### src/rtl/riscv_core_branch_predictor_if.sv
// Fetch/EX-facing signal bundle for the bimodal branch predictor.
// master = core pipeline side, slave = predictor.
interface riscv_core_branch_predictor_if #(
    parameter int XLEN = 64
);
    logic            i_bp_fetch_valid;
    logic [XLEN-1:0] i_bp_fetch_pc;
    logic            o_bp_predict_taken;
    logic            i_bp_resolve_valid;
    logic [XLEN-1:0] i_bp_resolve_pc;
    logic            i_bp_resolve_istaken;
    logic            i_bp_resolve_predicted;
    logic [XLEN-1:0] i_bp_resolve_target;
    logic [XLEN-1:0] i_bp_resolve_pc_next;
    logic            o_bp_flush;
    logic [XLEN-1:0] o_bp_redirect_pc;
    logic [31:0]     o_bp_mispredict_cnt;

    modport master (
        output i_bp_fetch_valid, i_bp_fetch_pc,
        output i_bp_resolve_valid, i_bp_resolve_pc, i_bp_resolve_istaken,
        output i_bp_resolve_predicted, i_bp_resolve_target, i_bp_resolve_pc_next,
        input  o_bp_predict_taken, o_bp_flush, o_bp_redirect_pc, o_bp_mispredict_cnt
    );

    modport slave (
        input  i_bp_fetch_valid, i_bp_fetch_pc,
        input  i_bp_resolve_valid, i_bp_resolve_pc, i_bp_resolve_istaken,
        input  i_bp_resolve_predicted, i_bp_resolve_target, i_bp_resolve_pc_next,
        output o_bp_predict_taken, o_bp_flush, o_bp_redirect_pc, o_bp_mispredict_cnt
    );
endinterface

### src/rtl/riscv_core_branch_predictor.sv
// Bimodal 2-bit-counter branch predictor with registered mispredict flush/redirect.
// Define RISCV_CORE_BP_GSHARE_EN to XOR a global history register into the index.
module riscv_core_branch_predictor #(
    parameter int XLEN        = 64,
    parameter int BHT_ENTRIES = 64,
    parameter int IDX_LSB     = 1
) (
    input  logic                          i_clk,
    input  logic                          i_rst_n,
    riscv_core_branch_predictor_if.slave  bp
);
    localparam int IW = $clog2(BHT_ENTRIES);

    logic [BHT_ENTRIES-1:0][1:0] bht;
    logic [IW-1:0]               fetch_idx;
    logic [IW-1:0]               res_idx;
    logic [1:0]                  cur_ctr;
    logic [1:0]                  nxt_ctr;
    logic                        accept;
    logic                        mispredict;
    logic                        flush;
    logic [XLEN-1:0]             redirect_pc;
    logic [31:0]                 miss_cnt;

`ifdef RISCV_CORE_BP_GSHARE_EN
    logic [IW-1:0] ghr;

    always_ff @(posedge i_clk or negedge i_rst_n) begin
        if (!i_rst_n)
            ghr <= '0;
        else if (accept)
            ghr <= {ghr[IW-2:0], bp.i_bp_resolve_istaken};
    end

    assign fetch_idx = bp.i_bp_fetch_pc[IDX_LSB +: IW] ^ ghr;
    assign res_idx   = bp.i_bp_resolve_pc[IDX_LSB +: IW] ^ ghr;
`else
    assign fetch_idx = bp.i_bp_fetch_pc[IDX_LSB +: IW];
    assign res_idx   = bp.i_bp_resolve_pc[IDX_LSB +: IW];
`endif

    // Resolves landing in the flush cycle belong to the squashed wrong path.
    assign accept     = bp.i_bp_resolve_valid & ~flush;
    assign mispredict = accept & (bp.i_bp_resolve_istaken != bp.i_bp_resolve_predicted);
    assign cur_ctr    = bht[res_idx];

    always_comb begin
        nxt_ctr = cur_ctr;
        if (bp.i_bp_resolve_istaken) begin
            if (cur_ctr != 2'b11) nxt_ctr = cur_ctr + 2'b01;
        end else begin
            if (cur_ctr != 2'b00) nxt_ctr = cur_ctr - 2'b01;
        end
    end

    always_ff @(posedge i_clk or negedge i_rst_n) begin
        if (!i_rst_n) begin
            for (int i = 0; i < BHT_ENTRIES; i++)
                bht[i] <= 2'b01;
        end else if (accept) begin
            bht[res_idx] <= nxt_ctr;
        end
    end

    always_ff @(posedge i_clk or negedge i_rst_n) begin
        if (!i_rst_n) begin
            flush       <= 1'b0;
            redirect_pc <= '0;
            miss_cnt    <= '0;
        end else begin
            flush <= mispredict;
            if (mispredict) begin
                redirect_pc <= bp.i_bp_resolve_istaken ? bp.i_bp_resolve_target
                                                       : bp.i_bp_resolve_pc_next;
                if (miss_cnt != 32'hFFFF_FFFF)
                    miss_cnt <= miss_cnt + 32'd1;
            end
        end
    end

    // No write bypass: a same-cycle lookup sees the pre-update counter.
    assign bp.o_bp_predict_taken  = bp.i_bp_fetch_valid & bht[fetch_idx][1];
    assign bp.o_bp_flush          = flush;
    assign bp.o_bp_redirect_pc    = redirect_pc;
    assign bp.o_bp_mispredict_cnt = miss_cnt;
endmodule

### src/flat_wrapper.sv
// flat-port wrapper written by rule: the top's interface ports become plain ports
module riscv_core_branch_predictor_flat 
#(
    parameter int XLEN        = 64,
    parameter int BHT_ENTRIES = 64,
    parameter int IDX_LSB     = 1
)
  (i_clk, i_rst_n, bp_i_bp_fetch_valid, bp_i_bp_fetch_pc, bp_i_bp_resolve_valid, bp_i_bp_resolve_pc, bp_i_bp_resolve_istaken, bp_i_bp_resolve_predicted, bp_i_bp_resolve_target, bp_i_bp_resolve_pc_next, bp_o_bp_predict_taken, bp_o_bp_flush, bp_o_bp_redirect_pc, bp_o_bp_mispredict_cnt);
  riscv_core_branch_predictor_if #(.XLEN(XLEN)) bp_i ();
  input  logic i_clk;
  input  logic i_rst_n;
  input wire logic [$bits(bp_i.i_bp_fetch_valid)-1:0] bp_i_bp_fetch_valid;
  input wire logic [$bits(bp_i.i_bp_fetch_pc)-1:0] bp_i_bp_fetch_pc;
  input wire logic [$bits(bp_i.i_bp_resolve_valid)-1:0] bp_i_bp_resolve_valid;
  input wire logic [$bits(bp_i.i_bp_resolve_pc)-1:0] bp_i_bp_resolve_pc;
  input wire logic [$bits(bp_i.i_bp_resolve_istaken)-1:0] bp_i_bp_resolve_istaken;
  input wire logic [$bits(bp_i.i_bp_resolve_predicted)-1:0] bp_i_bp_resolve_predicted;
  input wire logic [$bits(bp_i.i_bp_resolve_target)-1:0] bp_i_bp_resolve_target;
  input wire logic [$bits(bp_i.i_bp_resolve_pc_next)-1:0] bp_i_bp_resolve_pc_next;
  output wire logic [$bits(bp_i.o_bp_predict_taken)-1:0] bp_o_bp_predict_taken;
  output wire logic [$bits(bp_i.o_bp_flush)-1:0] bp_o_bp_flush;
  output wire logic [$bits(bp_i.o_bp_redirect_pc)-1:0] bp_o_bp_redirect_pc;
  output wire logic [$bits(bp_i.o_bp_mispredict_cnt)-1:0] bp_o_bp_mispredict_cnt;
  assign bp_i.i_bp_fetch_valid = bp_i_bp_fetch_valid;
  assign bp_i.i_bp_fetch_pc = bp_i_bp_fetch_pc;
  assign bp_i.i_bp_resolve_valid = bp_i_bp_resolve_valid;
  assign bp_i.i_bp_resolve_pc = bp_i_bp_resolve_pc;
  assign bp_i.i_bp_resolve_istaken = bp_i_bp_resolve_istaken;
  assign bp_i.i_bp_resolve_predicted = bp_i_bp_resolve_predicted;
  assign bp_i.i_bp_resolve_target = bp_i_bp_resolve_target;
  assign bp_i.i_bp_resolve_pc_next = bp_i_bp_resolve_pc_next;
  assign bp_o_bp_predict_taken = bp_i.o_bp_predict_taken;
  assign bp_o_bp_flush = bp_i.o_bp_flush;
  assign bp_o_bp_redirect_pc = bp_i.o_bp_redirect_pc;
  assign bp_o_bp_mispredict_cnt = bp_i.o_bp_mispredict_cnt;
  riscv_core_branch_predictor #(.XLEN(XLEN), .BHT_ENTRIES(BHT_ENTRIES), .IDX_LSB(IDX_LSB)) u_core (.i_clk(i_clk), .i_rst_n(i_rst_n), .bp(bp_i));
endmodule
### config.mk
export PLATFORM = sky130hd
export DESIGN_NAME = riscv_core_branch_predictor_flat
export DESIGN_NICKNAME = d
export VERILOG_FILES = /design/src/rtl/riscv_core_branch_predictor_if.sv /design/src/rtl/riscv_core_branch_predictor.sv /design/src/flat_wrapper.sv
export SDC_FILE = /design/constraint.sdc
export NUM_CORES = 1
export LEC_CHECK = 0
export ABC_AREA = 1
export CAP_MARGIN = 20
export CORE_UTILIZATION = 44
export CTS_CLUSTER_DIAMETER = 50
export DETAILED_ROUTE_END_ITERATION = 10
export GPL_TIMING_DRIVEN = 0
export PLACE_DENSITY = 0.87
export SYNTH_ARGS = -nofsm -noshare
export SYNTH_HDL_FRONTEND = slang
export SYNTH_SLANG_ARGS = --single-unit
export TNS_END_PERCENT = 1
### constraint.sdc
create_clock -name i_clk -period 1.8 [get_ports i_clk]
set_clock_uncertainty 0.05 [all_clocks]
set_input_delay 0.36 -clock i_clk [delete_from_list [all_inputs] [get_ports i_clk]]
set_output_delay 0.36 -clock i_clk [all_outputs]
set_load 0.005 [all_outputs]
; ---- After elaboration in Yosys (flattened, before gate mapping)
; Index checks and enable logic that the tools add are counted.
[word_totals]
regBits = 225
latchBits = 0
ram_bits = 0
romBits = 0
wordCells = 94
mem_count = 0
[classes]
add_sub_neg = 3
n_mul = 0
div_mod_pow = 0
order_cmp = 3
n_eq_ne = 3
shift = 0
muxes = 11
bitwise_logic = 4
reduce_logical = 3
[op_table]
columns = op, n
row1 = $bwmux W128, 1
row2 = $mux W64, 1
row3 = $add A32 B1 Y32 const B, 1
row4 = $ne A32 B32 Y1 const B, 1
row5 = $bmux W2 S6, 2
row6 = $lt A6 B7 Y1 const B, 2
row7 = $demux W2 S6, 1
row8 = $mux W2, 6
row9 = $ge A6 B1 Y1 const B, 1
row10 = $and A1 B1 Y1, 3
row11 = $add A2 B1 Y2 const B, 1
row12 = $ne A2 B2 Y1 const B, 1
row13 = $reduce_and A2 Y1, 1
row14 = $reduce_bool A2 Y1, 1
row15 = $sub A2 B1 Y2 const B, 1
row16 = $logic_and A1 B1 Y1, 1
row17 = $ne A1 B1 Y1, 1
row18 = $not A1 Y1, 1

; ---- Depth between registers and ports, before layout
[logic_depth]
depth_word = 6
mapped_depth = 18
mapped_depth_nobuf = 16

; ---- Worst setup path before layout
; OpenSTA, ideal clock, no wires.
[synth_timing]
path_type = reg2reg
startpoint = register u_core.miss_cnt[0], in the netlist u_core.bp.o_bp_mispredict_cnt[0]
endpoint = register u_core.miss_cnt[15], in the netlist u_core.bp.o_bp_mispredict_cnt[15]
setup_time_ns = 0.123
arrival_ns = 1.826
setup_slack_ns = -0.199
stages_incl_launch_ff = 13
n_path_buf = 1
synth_period_minus_slack_ns = 1.999
path_cell_list = dfrtp_1 -> ha_1 -> nand3_1 -> inv_1 -> nand2_1 -> nor2_1 -> nand2_1 -> nand2_1 -> inv_1 -> clkbuf_1 -> nand2_1 -> o21ai_0 -> nand2_1
[synth_between]
elab_chain_cells = 2
[synth_rtl]
columns = item, line_no
row1 = start: declaration, riscv_core_branch_predictor.sv:23  ; logic [31:0] miss_cnt;
row2 = start signal: assignment, riscv_core_branch_predictor.sv:76  ; miss_cnt <= miss_cnt + 32'd1;
row3 = branches (longest 2 deep; another with $add A32 B1 Y32), --
; Several ways; the timed one is not identified.
; A chain may end at the register's enable or synchronous reset.

; ---- Final worst setup path
[layout_timing]
startpoint = input port bp_i_bp_fetch_pc[2]
endpoint = output port bp_o_bp_predict_taken
[layout_between]
elab_chain_cells = 3
[layout_rtl]
columns = item, line_no
row1 = start: declaration, flat_wrapper.sv:13  ; input wire logic [$bits(bp_i.i_bp_fetch_pc)-1:0] bp_i_bp_fetch_pc;
row2 = $bmux W2 S6, riscv_core_branch_predictor.sv:82  ; assign bp.o_bp_predict_taken = bp.i_bp_fetch_valid & bht[fetch_idx][1];
row3 = $mux W2 (not written as such), riscv_core_branch_predictor.sv:82
row4 = $and A1 B1 Y1, riscv_core_branch_predictor.sv:82
row5 = end: declaration, flat_wrapper.sv:20  ; output wire logic [$bits(bp_i.o_bp_predict_taken)-1:0] bp_o_bp_predict_taken;
; Every way passes these cells. The select of a mux whose other input is x is not followed.

==> results.sh <==
export IMPL_yosys_area_share_simple_pct=34.9
export IMPL_synthFlopType="dfrtp_1"
export IMPL_antenna_found_initial=0
export IMPL_core_sq_mm=0.0281
export IMPL_rsz0062_at_grt="yes"
export IMPL_powerDensity_mw_per_mm2=942
export IMPL_port_buffers=239
export IMPL_critPathBufInv=4
export IMPL_ys_types=31
export IMPL_root_buffer="clkbuf_16"
export IMPL_crit_path_top_delay_cell="clkdlybuf4s15_2"
export IMPL_synth_nets=2089
export IMPL_irDropWorstVdd_mv=0.708
export IMPL_grt_first_pass_wirelength_microns=72500
export IMPL_setup_ws_ns=-0.579
export IMPL_dp_cells=2444
export IMPL_syn_avg_cell_area_sq_um=6.97
export IMPL_setup_viol=155
export IMPL_ant_nets=0
export IMPL_critPathLaunchType="input port"
export IMPL_ctsHtreeMaxLevel=1
export IMPL_firstDrtPassIters=9
export IMPL_finalCriticalPeriod_ns=2.38
export IMPL_num_rows=61
export IMPL_crit_path_start="bp_i_bp_fetch_pc[2]"
export IMPL_max_freq_ghz=0.420
export IMPL_grt_use_met3_pct=6.59
export IMPL_multi_input_area_sq_mm=0.00615
export IMPL_yosysTopAreaCellShare_pct=31.7
export IMPL_io_pins=360
export IMPL_seq_area_sq_mm=0.00572
export IMPL_final_cells=2516
export IMPL_met1_usage_pct=38.6
export IMPL_outcome="complete, but fails checks"
export IMPL_cp_slowest_stage_delay_ns=0.28
export IMPL_clock_sinks=225
export IMPL_clockBufferDepth=3
export IMPL_ys_seq_area_share_pct=44.9
export IMPL_area_delta_synth_final_pct=34.0
export IMPL_worstSkewPairLatency_ns=0.57
export IMPL_first_global_vias=13200
export IMPL_diodes=0
export IMPL_synth_async_reset_ratio_pct=100
export IMPL_synthMuxAreaShare_pct=0
export IMPL_fin_crit_sh_pct=132
export IMPL_arrival_ns=1.97
export IMPL_start_util_pct=45.3
export IMPL_tritoncts="done"
export IMPL_die_width_microns=172
export IMPL_grt_max_degree=127
export IMPL_grt_overflow_total=0
export IMPL_cp_common_cell="nand3_1"
export IMPL_synthAdderAreaFrac_pct=0.0984
export IMPL_synth_top_area_cell="dfrtp_1"
export IMPL_top_usage_layer="met2"
export IMPL_synth_top_family_by_area="simple AND/OR/NAND/NOR gates"
export IMPL_post_route_util_pct=60.7
export IMPL_drt_iter0_markers=1255
export IMPL_tightestPinTransition_ns=0.622
export IMPL_maxCapViolCount=0
export IMPL_num_fill_cells=2543
export IMPL_drt_wl_total_microns=47800
export IMPL_p_leak_nw=8.00
export IMPL_cts_inserted_buffers=30
export IMPL_fin_nets=2377
export IMPL_syn_inst=1826
export IMPL_cts_clk_slew_worst_paths_ns=0.05
export IMPL_track_usage_pct=32.4
export IMPL_slew_headroom_pct=58.5
export IMPL_synth_area_sq_mm=0.0127
export IMPL_synth_edff_count=0
export IMPL_yosys_warnings=0
export IMPL_gp_congestion=1.01
export IMPL_via_count=13700
export IMPL_hp_class="in -> async"
export IMPL_path_cells="clkdlybuf4s15_2, inv_4, clkbuf_4, o21ai_0, o221ai_1, nand3_1, nand3_1, nand3b_1, a21boi_1, buf_2"
export IMPL_slew_viol_final=0
export IMPL_die_height_microns=172
export IMPL_worstPathRequired_ns=1.39
export IMPL_critPathTopFamily="buffers and inverters"
export IMPL_endpoint_kind="primary output"
export IMPL_critPathKind="in -> out"
export IMPL_die_area_sq_mm=0.0296
export IMPL_synth_compound_area_share_pct=9.91
export IMPL_via_per_inst=5.44
export IMPL_dpl_hpwl_microns=35200
export IMPL_hold_viol_final=0
export IMPL_drive_gt1_share_pct=12.3
export IMPL_synth_seq_cells=225
export IMPL_drc=1
export IMPL_synthTopCellsByArea="dfrtp_1, nand2_1, dfstp_2, nor2_1, inv_1"
export IMPL_rr_startpoint="u_core.bht[67]"
export IMPL_critPathMaxFanout=10
export IMPL_wire_per_inst_microns=19.0
export IMPL_met2_usage_pct=53.2
export IMPL_synth_xor_area_share_pct=2.00
export IMPL_violations="design-rule violations, negative setup slack"
==> kinds of logic (layout without fill, tap and decap cells) <==
family | after synthesis | in the layout
adder cells (fa/ha/maj) | 1 | 1
AO/OA/AOI/OAI | 211 | 211
AND/OR/NAND/NOR | 1111 | 1111
flip-flops | 225 | 225
buffers and inverters | 249 | 561
XOR/XNOR | 29 | 29
==> worst reg2reg max path, delay by kind of cell, from the launching register on <==
kind / cells / cell delay, ns
compound gates: 1 / 0.14
buf+inv: 3 / 0.39
flops: 1 / 0.38
simple gates: 10 / 0.99
==> where the power goes <==
part,internal [mW],switching [mW]
logic,1.50,1.94
clock network,3.84,2.35
registers,5.88,0.541
==> synth_stat cells, drive strengths merged (2+ instances only) <==
library cell  number
a21oi             15
nor4               8
o21ai            118
clkbuf            50
nand2            702
xor2              21
dfstp             64
clkinv             2
or2                2
dfrtp            161
nand3             94
o21a              64
o221ai             7
nor2             236
nor3              53
o211ai             6
nand4             12
nand3b             3
inv              161
buf               36
xnor2              8
==> final timing paths <==
check | endpoint | slack, ns | depth (start not counted)
worst min register to register | u_core.bht[64] | 0.42 | 2
min in group i_clk | u_core.bht[64] | 0.42 | 2
max in group asynchronous | u_core.bp.o_bp_mispredict_cnt[23] | 0.31 | 3
worst max-delay path | bp_o_bp_predict_taken | -0.58 | 10
worst max register to register | u_core.bht[125] | -0.26 | 14
worst min-delay path | u_core.bht[83] | 0.34 | 2
==> per-layer routing <==
layer	vias up	routed length, microns
met3	187	4600
met1	6373	17500
met4	0	3580
li1	6305	-
met2	816	22200
met5	-	0
==> sequential cells by signal, summed over array words and instances (netlist names) <==
signal,count
u_core.bht,128
u_core.bp.o_bp_redirect_pc,64
u_core.bp.o_bp_mispredict_cnt,32
u_core.bp.o_bp_flush,1
==> per-stage QoR <==
| stage | setup slack [ns] | hold WS, ns | TNS, ns | total power [mW] | instance area [sq um] |
|---|---|---|---|---|---|
| global placement | -8.96 | 0.402 | -2062.62 | 9.94 | 15700 |
| CTS | -0.499 | 0.416 | -37.32 | 16.0 | 16800 |
| detailed placement | -1.71 | 0.408 | -245.25 | 10.0 | 15700 |
| global route | -0.633 | 0.410 | -48.15 | 16.6 | 17000 |
| floorplan | -0.0148 | 0.0144 | -0.663 | 7.92 | 12800 |
| finish | -0.579 | 0.340 | -30.83 | 16.0 | 17000 |
==> cells in the final DEF, fill, tap and decap left out, types with 20 or more instances in the layout <==
cell type	synthesis	layout
nor2_1	236	231
o21ai_1	7	22
clkbuf_16	0	30
buf_4	12	30
nor3_1	53	43
xor2_1	21	21
o21ai_0	111	92
nand2_1	699	690
dlygate4sd2_1	0	98
dfstp_2	64	64
buf_6	6	20
nand3_1	94	88
inv_1	158	151
clkbuf_2	0	25
clkdlybuf4s50_1	0	137
o21a_1	64	64
clkbuf_1	50	23
dfrtp_1	161	153
==> area by class of cell <==
cell class | count | area share, %
flip-flops and latches | 225 | 33.6
repair buffers | 256 | 14.2
well taps | 378 | 2.78
plain buffers | 86 | 3.54
clock buffers | 44 | 5.18
clock inverters | 12 | 0.977
multi-input cells | 1352 | 36.1
inverters | 163 | 3.62
==> timing repair <==
| action | CTS | global route |
|---|---|---|
| pin swaps | 10 | 27 |
| setup endpoints to repair | 322 | 225 |
| setup buffers | 5 | 10 |
| resized for setup | 177 | 61 |
| hold buffers | 1 | 0 |
| endpoints found under the hold margin | 58 | 0 |
Power figures use the tool's default switching activity.
